[src/rtl/t07_wb_arb_pkg.sv]
// Shared types and constants for the team_07 Wishbone arbiter.
package t07_wb_arb_pkg;

    typedef enum logic [1:0] {
        StIdle  = 2'd0,
        StIssue = 2'd1,
        StWait  = 2'd2,
        StDone  = 2'd3
    } wb_arb_state_t;

    typedef enum logic {
        GRANT_FETCH = 1'b0,
        GRANT_DATA  = 1'b1
    } wb_arb_grant_t;

    // Returned on reads that never see the manager finish.
    localparam logic [31:0] POISON_WORD         = 32'hDEADBEEF;
    localparam logic [7:0]  DEFAULT_ADDR_PREFIX = 8'h33;

    // External address: fixed upper byte, low 24 bits from the requester.
    function automatic logic [31:0] form_addr(input logic [7:0]  prefix,
                                              input logic [31:0] addr);
        return {prefix, addr[23:0]};
    endfunction

endpackage

[src/rtl/t07_wb_arbiter_if.sv]
// Bundle of the CPU-side request ports and the Wishbone-manager-side ports.
// master: the arbiter itself. slave: the CPU handlers plus the manager.
interface t07_wb_arbiter_if;

    logic        f_req_i;
    logic [31:0] f_addr_i;
    logic        f_ack_o;
    logic [31:0] f_rdata_o;

    logic        d_req_i;
    logic        d_we_i;
    logic [31:0] d_addr_i;
    logic [31:0] d_wdata_i;
    logic [3:0]  d_sel_i;
    logic        d_ack_o;
    logic [31:0] d_rdata_o;

    logic        err_o;

    logic [31:0] WBData_i;
    logic        WB_busy_i;
    logic        WB_read_o;
    logic        WB_write_o;
    logic [31:0] addr_out;
    logic [31:0] WBData_out;
    logic [3:0]  WB_sel_o;

    modport master (
        input  f_req_i, f_addr_i, d_req_i, d_we_i, d_addr_i, d_wdata_i, d_sel_i,
        input  WBData_i, WB_busy_i,
        output f_ack_o, f_rdata_o, d_ack_o, d_rdata_o, err_o,
        output WB_read_o, WB_write_o, addr_out, WBData_out, WB_sel_o
    );

    modport slave (
        output f_req_i, f_addr_i, d_req_i, d_we_i, d_addr_i, d_wdata_i, d_sel_i,
        output WBData_i, WB_busy_i,
        input  f_ack_o, f_rdata_o, d_ack_o, d_rdata_o, err_o,
        input  WB_read_o, WB_write_o, addr_out, WBData_out, WB_sel_o
    );

endinterface

[src/rtl/t07_wb_timeout.sv]
// Saturating WAIT-cycle counter; tc_o flags the enabled cycle that reaches TIMEOUT.
module t07_wb_timeout #(
    parameter int unsigned TIMEOUT = 255
) (
    input  logic clk,
    input  logic rst,
    input  logic clr_i,
    input  logic en_i,
    output logic tc_o
);

    localparam int unsigned CntW = $clog2(TIMEOUT + 1);
    localparam logic [CntW-1:0] CntMax  = CntW'(TIMEOUT);
    localparam logic [CntW-1:0] CntLast = CntW'(TIMEOUT - 1);

    logic [CntW-1:0] cnt_q, cnt_d;

    // Next count: clear wins, otherwise count up and stop at TIMEOUT.
    always_comb begin
        cnt_d = cnt_q;
        if (clr_i) begin
            cnt_d = '0;
        end else if (en_i && (cnt_q != CntMax)) begin
            cnt_d = cnt_q + 1'b1;
        end
    end

    // Counter register.
    always_ff @(posedge clk) begin
        if (rst) begin
            cnt_q <= '0;
        end else begin
            cnt_q <= cnt_d;
        end
    end

    assign tc_o = en_i && (cnt_q >= CntLast);

endmodule

[src/rtl/t07_wb_arbiter.sv]
// Round-robin fetch/data arbiter sequencing one Wishbone manager transaction at a time.
module t07_wb_arbiter
    import t07_wb_arb_pkg::*;
#(
    parameter logic [7:0]  ADDR_PREFIX = DEFAULT_ADDR_PREFIX,
    parameter int unsigned TIMEOUT     = 255
) (
    input logic               clk,
    input logic               rst,
    t07_wb_arbiter_if.master  bus_io
);

    wb_arb_state_t state_q, state_d;
    wb_arb_grant_t grant_q, grant_d;
    wb_arb_grant_t last_grant_q, last_grant_d;
    wb_arb_grant_t pick;

    logic        seen_busy_q, seen_busy_d;
    logic [31:0] addr_q, addr_d;
    logic [31:0] wdata_q, wdata_d;
    logic [3:0]  sel_q, sel_d;
    logic        we_q, we_d;
    logic        rd_q, rd_d;
    logic        wr_q, wr_d;
    logic        f_ack_q, f_ack_d;
    logic        d_ack_q, d_ack_d;
    logic        err_q, err_d;
    logic [31:0] f_rdata_q, f_rdata_d;
    logic [31:0] d_rdata_q, d_rdata_d;

    logic cnt_clr, cnt_en, cnt_tc;

    t07_wb_timeout #(
        .TIMEOUT (TIMEOUT)
    ) u_timeout (
        .clk   (clk),
        .rst   (rst),
        .clr_i (cnt_clr),
        .en_i  (cnt_en),
        .tc_o  (cnt_tc)
    );

    // Round-robin pick; only meaningful while a request is pending in IDLE.
    always_comb begin
        if (bus_io.f_req_i && bus_io.d_req_i) begin
            pick = (last_grant_q == GRANT_DATA) ? GRANT_FETCH : GRANT_DATA;
        end else if (bus_io.f_req_i) begin
            pick = GRANT_FETCH;
        end else begin
            pick = GRANT_DATA;
        end
    end

    // Sequencer next-state and registered-output logic.
    always_comb begin
        state_d      = state_q;
        grant_d      = grant_q;
        last_grant_d = last_grant_q;
        seen_busy_d  = seen_busy_q;
        addr_d       = addr_q;
        wdata_d      = wdata_q;
        sel_d        = sel_q;
        we_d         = we_q;
        rd_d         = 1'b0;
        wr_d         = 1'b0;
        f_ack_d      = 1'b0;
        d_ack_d      = 1'b0;
        err_d        = 1'b0;
        f_rdata_d    = f_rdata_q;
        d_rdata_d    = d_rdata_q;
        cnt_clr      = 1'b0;
        cnt_en       = 1'b0;

        unique case (state_q)
            StIdle: begin
                if (bus_io.f_req_i || bus_io.d_req_i) begin
                    grant_d = pick;
                    if (pick == GRANT_FETCH) begin
                        addr_d  = form_addr(ADDR_PREFIX, bus_io.f_addr_i);
                        wdata_d = '0;
                        sel_d   = 4'hF;
                        we_d    = 1'b0;
                        rd_d    = 1'b1;
                    end else begin
                        addr_d  = form_addr(ADDR_PREFIX, bus_io.d_addr_i);
                        wdata_d = bus_io.d_wdata_i;
                        sel_d   = bus_io.d_sel_i;
                        we_d    = bus_io.d_we_i;
                        rd_d    = !bus_io.d_we_i;
                        wr_d    = bus_io.d_we_i;
                    end
                    state_d = StIssue;
                end
            end
            StIssue: begin
                seen_busy_d = 1'b0;
                cnt_clr     = 1'b1;
                state_d     = StWait;
            end
            StWait: begin
                if (bus_io.WB_busy_i) begin
                    seen_busy_d = 1'b1;
                end
                if (seen_busy_q && !bus_io.WB_busy_i) begin
                    if (!we_q) begin
                        if (grant_q == GRANT_FETCH) f_rdata_d = bus_io.WBData_i;
                        else                        d_rdata_d = bus_io.WBData_i;
                    end
                    f_ack_d = (grant_q == GRANT_FETCH);
                    d_ack_d = (grant_q == GRANT_DATA);
                    state_d = StDone;
                end else begin
                    cnt_en = 1'b1;
                    if (cnt_tc) begin
                        if (!we_q) begin
                            if (grant_q == GRANT_FETCH) f_rdata_d = POISON_WORD;
                            else                        d_rdata_d = POISON_WORD;
                        end
                        err_d   = 1'b1;
                        f_ack_d = (grant_q == GRANT_FETCH);
                        d_ack_d = (grant_q == GRANT_DATA);
                        state_d = StDone;
                    end
                end
            end
            StDone: begin
                // Requests are deliberately ignored here so a requester
                // dropping req on its ack cycle is not served twice.
                last_grant_d = grant_q;
                state_d      = StIdle;
            end
            default: begin
                state_d = StIdle;
            end
        endcase
    end

    // State and output registers; synchronous reset abandons any transaction.
    always_ff @(posedge clk) begin
        if (rst) begin
            state_q      <= StIdle;
            grant_q      <= GRANT_DATA;
            last_grant_q <= GRANT_DATA;
            seen_busy_q  <= 1'b0;
            addr_q       <= '0;
            wdata_q      <= '0;
            sel_q        <= '0;
            we_q         <= 1'b0;
            rd_q         <= 1'b0;
            wr_q         <= 1'b0;
            f_ack_q      <= 1'b0;
            d_ack_q      <= 1'b0;
            err_q        <= 1'b0;
            f_rdata_q    <= '0;
            d_rdata_q    <= '0;
        end else begin
            state_q      <= state_d;
            grant_q      <= grant_d;
            last_grant_q <= last_grant_d;
            seen_busy_q  <= seen_busy_d;
            addr_q       <= addr_d;
            wdata_q      <= wdata_d;
            sel_q        <= sel_d;
            we_q         <= we_d;
            rd_q         <= rd_d;
            wr_q         <= wr_d;
            f_ack_q      <= f_ack_d;
            d_ack_q      <= d_ack_d;
            err_q        <= err_d;
            f_rdata_q    <= f_rdata_d;
            d_rdata_q    <= d_rdata_d;
        end
    end

    assign bus_io.f_ack_o    = f_ack_q;
    assign bus_io.f_rdata_o  = f_rdata_q;
    assign bus_io.d_ack_o    = d_ack_q;
    assign bus_io.d_rdata_o  = d_rdata_q;
    assign bus_io.err_o      = err_q;
    assign bus_io.WB_read_o  = rd_q;
    assign bus_io.WB_write_o = wr_q;
    assign bus_io.addr_out   = addr_q;
    assign bus_io.WBData_out = wdata_q;
    assign bus_io.WB_sel_o   = sel_q;

endmodule

[src/flat_wrapper.sv]
// flat-port wrapper written by rule: the top's interface ports become plain ports
module t07_wb_arbiter_flat import t07_wb_arb_pkg::*;
#(
    parameter logic [7:0]  ADDR_PREFIX = DEFAULT_ADDR_PREFIX,
    parameter int unsigned TIMEOUT     = 255
)
  (clk, rst, bus_io_f_req_i, bus_io_f_addr_i, bus_io_d_req_i, bus_io_d_we_i, bus_io_d_addr_i, bus_io_d_wdata_i, bus_io_d_sel_i, bus_io_WBData_i, bus_io_WB_busy_i, bus_io_f_ack_o, bus_io_f_rdata_o, bus_io_d_ack_o, bus_io_d_rdata_o, bus_io_err_o, bus_io_WB_read_o, bus_io_WB_write_o, bus_io_addr_out, bus_io_WBData_out, bus_io_WB_sel_o);
  t07_wb_arbiter_if bus_io_i ();
  input logic clk;
  input logic rst;
  input wire logic [$bits(bus_io_i.f_req_i)-1:0] bus_io_f_req_i;
  input wire logic [$bits(bus_io_i.f_addr_i)-1:0] bus_io_f_addr_i;
  input wire logic [$bits(bus_io_i.d_req_i)-1:0] bus_io_d_req_i;
  input wire logic [$bits(bus_io_i.d_we_i)-1:0] bus_io_d_we_i;
  input wire logic [$bits(bus_io_i.d_addr_i)-1:0] bus_io_d_addr_i;
  input wire logic [$bits(bus_io_i.d_wdata_i)-1:0] bus_io_d_wdata_i;
  input wire logic [$bits(bus_io_i.d_sel_i)-1:0] bus_io_d_sel_i;
  input wire logic [$bits(bus_io_i.WBData_i)-1:0] bus_io_WBData_i;
  input wire logic [$bits(bus_io_i.WB_busy_i)-1:0] bus_io_WB_busy_i;
  output wire logic [$bits(bus_io_i.f_ack_o)-1:0] bus_io_f_ack_o;
  output wire logic [$bits(bus_io_i.f_rdata_o)-1:0] bus_io_f_rdata_o;
  output wire logic [$bits(bus_io_i.d_ack_o)-1:0] bus_io_d_ack_o;
  output wire logic [$bits(bus_io_i.d_rdata_o)-1:0] bus_io_d_rdata_o;
  output wire logic [$bits(bus_io_i.err_o)-1:0] bus_io_err_o;
  output wire logic [$bits(bus_io_i.WB_read_o)-1:0] bus_io_WB_read_o;
  output wire logic [$bits(bus_io_i.WB_write_o)-1:0] bus_io_WB_write_o;
  output wire logic [$bits(bus_io_i.addr_out)-1:0] bus_io_addr_out;
  output wire logic [$bits(bus_io_i.WBData_out)-1:0] bus_io_WBData_out;
  output wire logic [$bits(bus_io_i.WB_sel_o)-1:0] bus_io_WB_sel_o;
  assign bus_io_i.f_req_i = bus_io_f_req_i;
  assign bus_io_i.f_addr_i = bus_io_f_addr_i;
  assign bus_io_i.d_req_i = bus_io_d_req_i;
  assign bus_io_i.d_we_i = bus_io_d_we_i;
  assign bus_io_i.d_addr_i = bus_io_d_addr_i;
  assign bus_io_i.d_wdata_i = bus_io_d_wdata_i;
  assign bus_io_i.d_sel_i = bus_io_d_sel_i;
  assign bus_io_i.WBData_i = bus_io_WBData_i;
  assign bus_io_i.WB_busy_i = bus_io_WB_busy_i;
  assign bus_io_f_ack_o = bus_io_i.f_ack_o;
  assign bus_io_f_rdata_o = bus_io_i.f_rdata_o;
  assign bus_io_d_ack_o = bus_io_i.d_ack_o;
  assign bus_io_d_rdata_o = bus_io_i.d_rdata_o;
  assign bus_io_err_o = bus_io_i.err_o;
  assign bus_io_WB_read_o = bus_io_i.WB_read_o;
  assign bus_io_WB_write_o = bus_io_i.WB_write_o;
  assign bus_io_addr_out = bus_io_i.addr_out;
  assign bus_io_WBData_out = bus_io_i.WBData_out;
  assign bus_io_WB_sel_o = bus_io_i.WB_sel_o;
  t07_wb_arbiter #(.ADDR_PREFIX(ADDR_PREFIX), .TIMEOUT(TIMEOUT)) u_core (.clk(clk), .rst(rst), .bus_io(bus_io_i));
endmodule
[config.mk]
export PLATFORM = sky130hd
export DESIGN_NAME = t07_wb_arbiter_flat
export DESIGN_NICKNAME = d
export VERILOG_FILES = /design/src/rtl/t07_wb_arb_pkg.sv /design/src/rtl/t07_wb_arbiter_if.sv /design/src/rtl/t07_wb_timeout.sv /design/src/rtl/t07_wb_arbiter.sv /design/src/flat_wrapper.sv
export SDC_FILE = /design/constraint.sdc
export NUM_CORES = 1
export LEC_CHECK = 0
export ABC_AREA = 1
export BUFFER_PORTS_ARGS = -buffer_cell sky130_fd_sc_hd__buf_2
export CORE_MARGIN = 2
export CORE_UTILIZATION = 39
export DETAILED_ROUTE_END_ITERATION = 7
export GPL_ROUTABILITY_DRIVEN = 1
export GPL_TIMING_DRIVEN = 0
export MAX_ROUTING_LAYER = met4
export PLACE_DENSITY = 0.67
export SYNTH_ARGS = -nofsm -noshare
export SYNTH_HDL_FRONTEND = slang
export SYNTH_SLANG_ARGS = --single-unit
[constraint.sdc]
create_clock -name clk -period 3.86 [get_ports clk]
set_input_delay 0.386 -clock clk [delete_from_list [all_inputs] [get_ports clk]]
set_output_delay 0.386 -clock clk [all_outputs]
set_load 0.005 [all_outputs]
==> results of run 1 <==
## state kept, by name, summed over array words and instances, names as in the netlist, 2 cells and up
signal and count:
u_core.bus_io.WB_sel_o 4, u_core.state_q 2, u_core.bus_io.d_rdata_o 32, u_core.bus_io.f_rdata_o 32, u_core.u_timeout.cnt_q 8, u_core.bus_io.WBData_out 32
u_core.bus_io.addr_out 25
## power by group
group	leakage [nW]	internal, W	switching [W]	total (W)
registers	1.17	0.00166	0.0000987	0.00176
logic	2.94	0.000393	0.000726	0.00112
clock network	0.317	0.00116	0.000684	0.00184
total	4.43	0.00321	0.00151	0.00472
## through the flow
stage / util / area [um2]
floorplan: - / 6529
global placement: 0.4904 / 8075
detailed placement: 0.4904 / 8075
CTS: 0.5304 / 8733
global route: 0.5307 / 8738
finish: 0.5307 / 8738
## kinds of logic (layout without fill, tap and decap cells)
kind of cell | count (synthesis) | after routing | share of synthesized area
AOI/OAI and AO/OA | 100 | 100 | 0.08505
buffers and inverters | 216 | 502 | 0.1449
and+or+nand+nor | 480 | 480 | 0.3110
xor gates and xnor gates | 2 | 2 | 0.002688
adders and majority gates | 7 | 7 | 0.01344
DFF | 144 | 144 | 0.4423
other | 1 | 6 | 0.0005754
## cell type report
class                      instances  area (um2)
fill                            1695        7727
sequential                       144        2883
multi-input combinational        593        2701
timing repair buffer             254        1271
inverter                         150       563.0
clock buffer                      17       425.4
buffer                            66       381.6
tap                              220       275.3
clock inverter                    15       232.7
antenna                            2       5.005
## worst register-to-register path: stages (launching register included)
cell and delay, ps:
dfxtp_1 320, inv_1 120, ha_1 150, buf_2 220, buf_2 250, buf_1 430
nand4_1 210, nand2_1 110, nor2_1 40
## cell usage after synthesis
| master | instances |
|---|---|
| o21ai_2 | 1 |
| nor2_2 | 2 |
| nand2_1 | 283 |
| nand2_2 | 3 |
| clkbuf_1 | 34 |
| a31o_2 | 1 |
| nor2_1 | 114 |
| o21ai_0 | 31 |
| a21oi_1 | 40 |
| xor2_1 | 2 |
| ha_1 | 7 |
| buf_4 | 11 |
| buf_1 | 2 |
| a22oi_1 | 1 |
| nand2_4 | 1 |
| buf_2 | 8 |
| nand3_1 | 4 |
| nand3_4 | 2 |
| inv_1 | 145 |
| inv_2 | 4 |
| conb_1 | 1 |
| nand4_1 | 66 |
| a31oi_1 | 24 |
| dfxtp_1 | 144 |
| o211ai_1 | 1 |
| nor3_1 | 4 |
| buf_6 | 11 |
| o21ai_4 | 1 |
| nor4_1 | 1 |
| clkinv_1 | 1 |
## layer usage
metal,routed length (um),vias to the layer above,global-route usage,share of wire
met3,1498,30,0.06545,0.076
met2,9415,252,0.3668,0.48
met4,376,0,0.07329,0.019
met5,0,-,-,0
li1,-,3503,-,-
met1,8468,2953,0.2739,0.43
## worst paths after layout
kind / from / endpoint / slack (ps) / cells after the start
worst min register to register: u_core.bus_io.WBData_out[27]$_SDFFE_PP0P_ / u_core.bus_io.WBData_out[27]$_SDFFE_PP0P_ / 460 / 2
worst min-delay path: bus_io_d_we_i / u_core.bus_io.WB_read_o$_SDFF_PP0_ / 160 / 2
worst max register to register: u_core.state_q[0]$_SDFFE_PP0P_ / u_core.bus_io.d_rdata_o[11]$_SDFFE_PP0P_ / 1920 / 8
worst max-delay path: u_core.state_q[0]$_SDFFE_PP0P_ / u_core.bus_io.d_rdata_o[11]$_SDFFE_PP0P_ / 1920 / 8
==> run_results.csv, run 1 <==
group,metric,value,unit
logic_synthesis,syn_area_per_cell,6.861,um2
sta,min_period,1937,ps
pwr,p_leak,4.432,nW
route,antenna_left,0,
setup_path,critPathRequiredTime,4180,ps
setup_path,slowest_delay,430,ps
floorplan,die_area,17760,um2
logic_synthesis,synth-seq-area-share,0.4423,
clock_tree,post-cts-setup-buffer-count,0,
floorplan,num_rows,47,
sta,period_share,0.5019,
clock_tree,cts_max_level,4,
setup_path,crit_slowest_cell,"buf_1",
setup_path,critPathMaxFanout,10,
place,dp_hpwl,15110,um
sta,fmax,516.2,MHz
floorplan,core-area,16470,um2
sta,finalSetupViolCount,0,
route,dr.pass1.iters,7,
layout,area_growth,34.08,%
pwr,finalPower,0.004723,W
floorplan,initial_utilization,0.3958,
sta,skew,7.465,ps
route,vias,6738,
clock_tree,cts_tree,"done",
layout,final_nets,1371,
sta,timing.final.ws_setup,1923,ps
sta,rsz0062_at_grt,"no",
sta,tightest_slew,601.3,ps
logic_synthesis,synthCells,950,
min_path,hp-class,"in2reg",
route,viasPerCell,4.612,
grt,grt_overflow,0,
pwr,power_density,540.5,nW/um2
setup_path,worst-path-buf-inv,4,
floorplan,die_x,133.3,um
floorplan,chipHeight,133.3,um
setup_path,cp-end-kind,"flop",
clock_tree,clk_latency,420,ps
sta,slew-limit-headroom,0.5976,
grt,grt_pass1_wl,30860,um
layout,layout_commonest_cell,"nand2_1",
grt,grt_pass1_vias,6221,
setup_path,startpoint_type,"flop",
clock_tree,clk_pin_slew_worst_paths,60,ps
logic_synthesis,synth.cell_area,6518,um2
place,port_buffers,254,
route,wire_per_inst,13.52,um
clock_tree,cts.sinks,144,
logic_synthesis,synth.distinct_cells,30,
layout,drive_above_1_share,0.2672,
sta,drv_slew,0,
grt,antenna_found_initial,2,
logic_synthesis,yosys.area.top_type,"dfxtp_1",
place,dp_cells,1427,
sta,setup_tns,0,ps
clock_tree,clk_path_buf_depth,2,
logic_synthesis,ys_ff_latch,144,
layout,final_cells,1461,
job,maxCapViolations,0,
setup_path,cp_common_cell,"buf_2",
place,place_ws,1923,ps
layout,most-common-layout-cells,"nand2_1, buf_2, inv_1",
logic_synthesis,ys_top_cells_by_area,"dfxtp_1, nand2_1, inv_1",
logic_synthesis,yosys_warnings,0,
status,status,"complete, no violations",
route,drtIter0Drc,300,
route,drc,0,
grt,grt_max_degree,17,
clock_tree,numCtsBuffers,17,
place,gp_congestion,0.8837,
setup_path,path_class,"reg2reg",
clock_tree,cts_root_buf,"clkbuf_16",
setup_path,crit_family,"buffers and inverters",
sta,hold_ws,161.6,ps
clock_tree,cts_resized,0,
setup_path,worstPathArrival,2260,ps
logic_synthesis,synth_top_area_share,0.4423,
floorplan,io-pin-count,275,
grt,grt_use_total,0.2271,
pwr,max-vdd-ir-drop,0.3265,mV
sta,hold_viol,0,
route,finalWirelength,19760,um
clock_tree,cts_hold_buf,0,
setup_path,path_cells,"inv_1, ha_1, buf_2, buf_2, buf_1, nand4_1, nand2_1, nor2_1",
No activity file was read; power rests on OpenSTA's default activity.
==> run 2, diff against run 1 <==
--- a/config.mk
+++ b/config.mk
@@ -5,7 +5,7 @@
 export SDC_FILE = /design/constraint.sdc
 export NUM_CORES = 1
 export LEC_CHECK = 0
-export ABC_AREA = 1
+export ABC_AREA = 0
 export BUFFER_PORTS_ARGS = -buffer_cell sky130_fd_sc_hd__buf_2
 export CORE_MARGIN = 2
 export CORE_UTILIZATION = 39
@@ -13,7 +13,7 @@
 export GPL_ROUTABILITY_DRIVEN = 1
 export GPL_TIMING_DRIVEN = 0
 export MAX_ROUTING_LAYER = met4
-export PLACE_DENSITY = 0.67
+export PLACE_DENSITY = 0.72
 export SYNTH_ARGS = -nofsm -noshare
 export SYNTH_HDL_FRONTEND = slang
 export SYNTH_SLANG_ARGS = --single-unit
==> constraint.sdc (replaced) <==
create_clock -name clk -period 1.69 [get_ports clk]
set_input_delay 0.169 -clock clk [delete_from_list [all_inputs] [get_ports clk]]
set_output_delay 0.169 -clock clk [all_outputs]
set_load 0.005 [all_outputs]
==> run 2 against run 1 <==
Critical path depth is 1 lower. Final area is 2.9% lower. Critical path type unchanged. Clock power is 120% higher. Hold slack worse by 160 ps. Register-to-register slack worse by 1800 ps. Clock-buffer cell count is 5 higher. Wire length is 5.3% lower. Die area is 13% lower.
==> run_results.csv, run 2 <==
group,metric,value,unit
status,status,"complete, no violations",
sta,fmax,620.4,MHz
floorplan,io-pin-count,275,
sta,slew-limit-headroom,0.5376,
setup_path,startpoint_type,"flop",
sta,drv_slew,0,
setup_path,r2r_cells,7,
pwr,finalPower,0.01060,W
floorplan,die_area,15390,um2
grt,grt_use_total,0.2452,
sta,skew,7.233,ps
clock_tree,cts.sinks,144,
setup_path,crit_family,"simple AND/OR/NAND/NOR gates",
sta,hold_ws,4.201,ps
sta,period_share,0.9538,
grt,grt_overflow,0,
layout,most-common-layout-cells,"buf_2, dfxtp_1, nor2_1",
layout,final_nets,1111,
setup_path,path_cells,"inv_2, ha_4, or3b_4, buf_6, nor2_4, nand2_1, a21oi_1",
logic_synthesis,synth_commonest_cells,"dfxtp_1, a21oi_1, nor2_1, nor3_1, o21ai_0",
logic_synthesis,synth_most_common_cell,"dfxtp_1",
sta,finalSetupViolCount,0,
clock_tree,cts_root_buf,"clkbuf_16",
setup_path,r2r_slack,80,ps
layout,area_growth,50.85,%
setup_path,crit_path_end,"u_core.bus_io.f_rdata_o[29]$_SDFFE_PP0P_",
logic_synthesis,synth_edf_count,0,
layout,num-fill-cells,1243,
route,vias,5948,
setup_path,r2r-start,"u_core.state_q[0]$_SDFFE_PP0P_",
logic_synthesis,yosys.area_share.simple,0.1693,
sta,setup_tns,0,ps
job,maxCapViolations,0,
place,place_ws,-426.4,ps
setup_path,critPathMaxFanout,9,
logic_synthesis,ys_top_cells_by_area,"dfxtp_1, a21oi_1, nor2_1",
logic_synthesis,ys_ff_latch,144,
min_path,hp-class,"in2reg",
layout,diodes,0,
logic_synthesis,synthAdderAreaFrac,0.01558,
route,drtIter0Drc,326,
logic_synthesis,synth_top_family_by_area,"compound AO/OA/AOI/OAI gates",
logic_synthesis,synth.cell_area,5623,um2
clock_tree,clk_pin_slew_worst_paths,60,ps
clock_tree,numCtsBuffers,17,
floorplan,num_rows,43,
clock_tree,cts_tree,"done",
logic_synthesis,synth_top_area_share,0.5127,
sta,min_period,1612,ps
route,finalWirelength,18720,um
setup_path,path_depth,7,
logic_synthesis,synth-seq-area-share,0.5127,
setup_path,cp-end-kind,"flop",
clock_tree,clk_latency,420,ps
pwr,power_density,1250,nW/um2
logic_synthesis,syn_area_per_cell,8.827,um2
floorplan,chipHeight,124.1,um
layout,multi_input_area,2551,um2
place,gp_congestion,0.8759,
grt,grt_pass1_wl,28390,um
logic_synthesis,synth_xor_area_frac,0.001558,
sta,rsz0062_at_grt,"yes",
pwr,p_leak,3.948,nW
min_path,min_from,"bus_io_d_sel_i[2]",
sta,tightest_slew,693.7,ps
setup_path,worst-path-buf-inv,2,
floorplan,die_x,124.1,um
layout,drive_above_1_share,0.3943,
pwr,max-vdd-ir-drop,0.8148,mV
floorplan,initial_utilization,0.4020,
route,wire_per_inst,16.15,um
route,antenna_left,0,
route,viasPerCell,5.132,
sta,hold_viol,0,
layout,seqCellArea,2894,um2
sta,timing.final.ws_setup,78.04,ps
logic_synthesis,async_reset_ff_frac,0,
logic_synthesis,yosys_warnings,0,
layout,layout_commonest_cell,"buf_2",
grt,grt_max_degree,17,
route,drc,0,
place,dp_hpwl,12890,um
setup_path,path_class,"reg2reg",
clock_tree,cts_max_level,4,
floorplan,core-area,13990,um2
place,port_buffers,253,
logic_synthesis,synth-compound-area-share,0.1976,
grt,antenna_found_initial,0,
setup_path,startpoint,"u_core.state_q[0]$_SDFFE_PP0P_",
logic_synthesis,synthMuxAreaShare,0.04450,
setup_path,worstPathArrival,1960,ps
setup_path,crit_slowest_cell,"or3b_4",
logic_synthesis,synthFlopType,"dfxtp_1",
logic_synthesis,yosys.area.top_type,"dfxtp_1",
route,dr.pass1.iters,5,
clock_tree,clk_path_buf_depth,2,
setup_path,slowest_delay,370,ps
setup_path,critPathRequiredTime,2030,ps
setup_path,r2r-end,"u_core.bus_io.f_rdata_o[29]$_SDFFE_PP0P_",
logic_synthesis,synthCells,637,
grt,grt_pass1_vias,5661,
logic_synthesis,synth.distinct_cells,50,
==> run 2: cell types whose count changed after synthesis, sizes merged, moves of 25 or more <==
cell,previous run,this run
nor3,4,52
inv,149,13
nand2,287,28
a22oi,1,32
mux2i,0,25
nand4,66,2
a21oi,40,97
==> run 2: worst min path at each step <==
stage,slack [ps],to,cells after the start
5_1_grt,7,u_core.bus_io.WB_sel_o[2]$_SDFFE_PP0P_,3
2_1_floorplan,300,u_core.bus_io.WB_sel_o[3]$_SDFFE_PP0P_,2
3_3_place_gp,400,u_core.bus_io.WBData_out[9]$_SDFFE_PP0P_,3
4_1_cts,0.5,u_core.bus_io.WBData_out[2]$_SDFFE_PP0P_,3
6_report,4,u_core.bus_io.WB_sel_o[2]$_SDFFE_PP0P_,3
3_5_place_dp,410,u_core.bus_io.WBData_out[11]$_SDFFE_PP0P_,3
==> run 2: power by group <==
| group | total [W] | internal, W | switching, W |
|---|---|---|---|
| clock network | 0.00411 | 0.00270 | 0.00141 |
| registers | 0.00405 | 0.00382 | 0.000234 |
| logic | 0.00244 | 0.00106 | 0.00138 |
==> run 2: cells by family (layout without fill, tap and decap cells) <==
group                      after synthesis  count (layout)
and+or+nand+nor                        198             198
AOI/OAI and AO/OA                      193             193
DFF                                    144             144
buffers and inverters                   68             407
muxes                                   25              25
adders and majority gates                7               7
other                                    1               4
xor gates and xnor gates                 1               1
==> run 2: routing by layer <==
metal	share of wire	vias up	wire, um	global-route usage
met5	0	-	0	-
li1	-	2889	-	-
met1	0.41	2760	7598	0.2856
met3	0.064	45	1207	0.05907
met2	0.50	254	9356	0.4023
met4	0.030	0	554	0.1081
==> run 2: metrics by stage <==
stage / instance area (um2) / util / instances
2_1_floorplan: 5634 / - / 640
3_3_place_gp: 7126 / 0.5094 / 1073
3_5_place_dp: 7126 / 0.5094 / 1073
4_1_cts: 8280 / 0.5920 / 1148
5_1_grt: 8482 / 0.6064 / 1159
6_report: 8482 / 0.6064 / 1159
==> run 2: what timing repair did <==
| action | in CTS | in global routing |
|---|---|---|
| hold buffers | 35 | 0 |
| endpoints found under the setup margin | 124 | 115 |
| buffers inserted | 8 | 11 |
| endpoints found under the hold margin | 38 | 0 |
| pin swaps | 3 | 8 |
| resized for setup | 31 | 52 |
==> run 2: cell type report <==
class / instances / share of cell area
Timing Repair Buffer: 307 / 0.2078
Clock buffer: 22 / 0.05473
Inverter: 13 / 0.005753
Tap cell: 180 / 0.02655
Sequential cell: 144 / 0.3412
Clock inverter: 10 / 0.02154
Multi-Input combinational cell: 428 / 0.3008
Buffer: 55 / 0.04160
==> run 2: tightest hold or removal path, stage by stage <==
cell and delay, ps:
buf_2 100, inv_1 50, a211oi_1 60
==> run 3, diff against run 2 <==
--- a/config.mk
+++ b/config.mk
@@ -8,12 +8,13 @@
 export ABC_AREA = 0
 export BUFFER_PORTS_ARGS = -buffer_cell sky130_fd_sc_hd__buf_2
 export CORE_MARGIN = 2
-export CORE_UTILIZATION = 39
+export CORE_UTILIZATION = 42
 export DETAILED_ROUTE_END_ITERATION = 7
 export GPL_ROUTABILITY_DRIVEN = 1
 export GPL_TIMING_DRIVEN = 0
 export MAX_ROUTING_LAYER = met4
-export PLACE_DENSITY = 0.72
+export PLACE_DENSITY = 0.76
 export SYNTH_ARGS = -nofsm -noshare
 export SYNTH_HDL_FRONTEND = slang
+export SYNTH_HIERARCHICAL = 1
 export SYNTH_SLANG_ARGS = --single-unit
==> run 3 against run 2 <==
The run now ends with setup timing left. Hold slack gained 18 ps. Sequential power grew 1%. Register-to-register slack lost 270 ps. Clock power shrank 8.3%. Core utilization grew 4.4 points. Final area grew 5.1%. Synthesized area grew 4.0%. Final cell count shrank 1.3%. Die area shrank 3.3%. Clock skew grew 12 ps. Fmax shrank 14%. Combinational power grew 11%. Largest cell class unchanged.
==> run_results.csv, run 3 <==
group,metric,value,unit
layout,most-common-layout-cells,"buf_2, dfxtp_1, nor2_1",
pwr,clkPwrFrac,0.356,
setup_path,critPathMaxFanout,5,
clock_tree,cts.sinks,144,
logic_synthesis,synth_top_area_share,0.4928,
layout,final_nets,1095,
status,status,"complete, but fails checks",
setup_path,critPathRequiredTime,2030,ps
logic_synthesis,ys_top_cells_by_area,"dfxtp_1, a22o_1, a211oi_1",
sta,fmax,530.6,MHz
layout,area_growth,52.45,%
logic_synthesis,synthCells,620,
sta,tightest_slew,798.0,ps
grt,antenna_found_initial,1,
place,gp_congestion,0.8421,
sta,period_share,1.115,
setup_path,r2r_slack,-190,ps
layout,num-fill-cells,1127,
layout,final_cells,1144,
pwr,finalPower,0.01059,W
logic_synthesis,synth.cell_area,5849,um2
setup_path,crit_slowest_cell,"dfxtp_4",
clock_tree,clk_latency,430,ps
layout,multi_input_area,2791,um2
floorplan,num_rows,43,
sta,drv_slew,0,
grt,met1_usage,0.2935,
layout,layout_commonest_cell,"buf_2",
setup_path,startpoint_type,"flop",
setup_path,r2r-start,"u_core/state_q[0]$_SDFFE_PP0P_",
place,placed_area,7622,um2
logic_synthesis,synthFlopType,"dfxtp_1",
sta,rsz0062_at_grt,"yes",
grt,grt_max_degree,17,
clock_tree,cts_root_buf,"clkbuf_16",
logic_synthesis,yosys_warnings,6,
layout,final_area,8917,um2
sta,min_period,1885,ps
setup_path,r2r_cells,10,
pwr,p_sw,0.003203,W
sta,slew-limit-headroom,0.4680,
grt,busiest_layer,"met2",
logic_synthesis,synth_commonest_cells,"dfxtp_1, nor2_1, inv_1, a211oi_1, a22o_1",
pwr,power_density,1188,nW/um2
route,wire_per_inst,16.40,um
sta,finalSetupViolCount,57,
pwr,pwr-share-comb,0.257,
setup_path,startpoint,"u_core/state_q[0]$_SDFFE_PP0P_",
pwr,pwr-share-seq,0.388,
route,drtIter0Drc,315,
job,maxCapViolations,0,
floorplan,initial_utilization,0.4264,
floorplan,die_area,14890,um2
floorplan,core-area,13720,um2
pwr,p_int,0.007390,W
clock_tree,cts_tree,"done",
grt,grtUsageMet3,0.06648,
sta,hold_viol,0,
route,antenna_left,0,
setup_path,path_class,"reg2reg",
logic_synthesis,synth.distinct_cells,47,
setup_path,r2r-end,"u_core/bus_io.d_rdata_o[16]$_SDFFE_PP0P_",
place,dp_hpwl,12810,um
clock_tree,numCtsBuffers,17,
pwr,p_leak,3.993,nW
clock_tree,clk_pin_slew_worst_paths,50,ps
clock_tree,clk_path_buf_depth,2,
route,drc,0,
route,viasPerCell,5.298,
layout,drive_above_1_share,0.4226,
layout,seqCellArea,2890,um2
setup_path,worstPathArrival,2220,ps
logic_synthesis,async_reset_ff_frac,0,
logic_synthesis,yosys.area.top_type,"dfxtp_1",
route,finalWirelength,18760,um
setup_path,cp-end-kind,"flop",
grt,grt_pass1_vias,5827,
clock_tree,cts_max_level,4,
pwr,max-vdd-ir-drop,0.8085,mV
min_path,holdPathStages,3,
setup_path,crit_family,"compound AO/OA/AOI/OAI gates",
place,port_buffers,254,
min_path,hp-class,"in2reg",
grt,grt_pass1_wl,28800,um
grt,grt_use_total,0.2552,
logic_synthesis,synth_edf_count,0,
place,place_ws,-678.1,ps
floorplan,chipHeight,122.0,um
floorplan,die_x,122.0,um
sta,setup_tns,-6915,ps
setup_path,worst-path-buf-inv,3,
floorplan,io-pin-count,275,
grt,grt_overflow,0,
sta,timing.final.ws_setup,-194.6,ps
status,violations,"setup timing",
sta,skew,19.67,ps
route,vias,6061,
setup_path,slowest_delay,350,ps
route,dr.pass1.iters,5,
setup_path,path_cells,"inv_4, ha_4, and2_4, and3_4, o21ai_4, nor2_4, inv_2, a21o_4, clkbuf_16, a211oi_2",
grt,met2_usage,0.4221,
pwr,switching_share,0.3024,
place,dp_cells,1057,
min_path,hold_end,"u_core/bus_io.addr_out[10]$_SDFFE_PP0P_",
logic_synthesis,syn_area_per_cell,9.434,um2
logic_synthesis,ys_ff_latch,144,
min_path,min_from,"bus_io_d_addr_i[10]",
logic_synthesis,synth-seq-area-share,0.4928,
logic_synthesis,synth_most_common_cell,"dfxtp_1",
run 3: changes by cell type in the layout (fill, tap and decap cells not counted), sizes merged, moves of 24 or more:
cell / change
nor2: -35
a311oi: +26
inv: +45
a22o: +32
a211oi: +25
nor3: -25
a21oi: -92
a221oi: +24
a22oi: -32
run 3: cell families (layout without fill, tap and decap cells):
kind of cell	after synthesis	count (layout)	share of synthesized area
other	1	5	0.0006411
DFF	144	144	0.4928
and+or+nand+nor	169	169	0.1476
adders and majority gates	7	7	0.01497
buffers and inverters	118	458	0.08492
muxes	19	19	0.03251
xor gates and xnor gates	1	1	0.001498
AOI/OAI and AO/OA	161	161	0.2250
run 3: cell type report:
cell class / instances / share of cell area
buffer: 55 / 0.03943
timing repair buffer: 313 / 0.2070
clock buffer: 22 / 0.05093
tap: 180 / 0.02526
inverter: 58 / 0.02469
sequential: 144 / 0.3241
antenna: 1 / 0.0002806
multi-input combinational: 361 / 0.3130
clock inverter: 10 / 0.01529
run 3: repair_timing:
action                                 in CTS  in global routing
setup endpoints to repair                 121                128
gates cloned                                3                  0
hold buffers                               38                  0
setup buffers                              15                  6
resized for setup                          39                 35
endpoints found under the hold margin      39                  0
pin swaps                                   5                 12
run 3: worst register-to-register path: stages (launching register included):
cell       delay [ps]
dfxtp_4           350
inv_4              70
ha_4              130
and2_4            130
and3_4            200
o21ai_4            60
nor2_4            170
inv_2              60
a21o_4            260
clkbuf_16         170
a211oi_2          190
run 3: worst max path at each step:
| stage | to | slack [ps] | cells after the start |
|---|---|---|---|
| finish | u_core/bus_io.d_rdata_o[16]$_SDFFE_PP0P_ | -190 | 10 |
| global route | u_core/bus_io.d_rdata_o[16]$_SDFFE_PP0P_ | -240 | 10 |
| CTS | u_core/bus_io.d_rdata_o[16]$_SDFFE_PP0P_ | -260 | 11 |
| detailed placement | u_core/bus_io.d_rdata_o[16]$_SDFFE_PP0P_ | -680 | 13 |
| global placement | u_core/bus_io.d_rdata_o[21]$_SDFFE_PP0P_ | -610 | 13 |
| floorplan | u_core/bus_io.d_rdata_o[10]$_SDFFE_PP0P_ | -370 | 12 |
run 3: metal layers:
layer / share of wire / wire, um
met1: 0.39 / 7386
met2: 0.50 / 9442
met3: 0.077 / 1444
met4: 0.026 / 489
met5: 0 / 0
run 3: power by group through the flow:
stage / clock (W) / combinational (W) / sequential [W]
global route: 0.00398 / 0.00298 / 0.00415
finish: 0.00377 / 0.00272 / 0.00410
floorplan: 0 / 0.00145 / 0.00414
detailed placement: 0 / 0.00240 / 0.00414
CTS: 0.00382 / 0.00263 / 0.00408
global placement: 0 / 0.00238 / 0.00413
run 3: metrics by stage:
stage / util / hold slack, ps
2_1_floorplan: - / 275.1
3_3_place_gp: 0.5556 / 377.9
3_5_place_dp: 0.5556 / 380.6
4_1_cts: 0.6499 / 11.84
5_1_grt: 0.6500 / 23.13
6_report: 0.6500 / 22.34
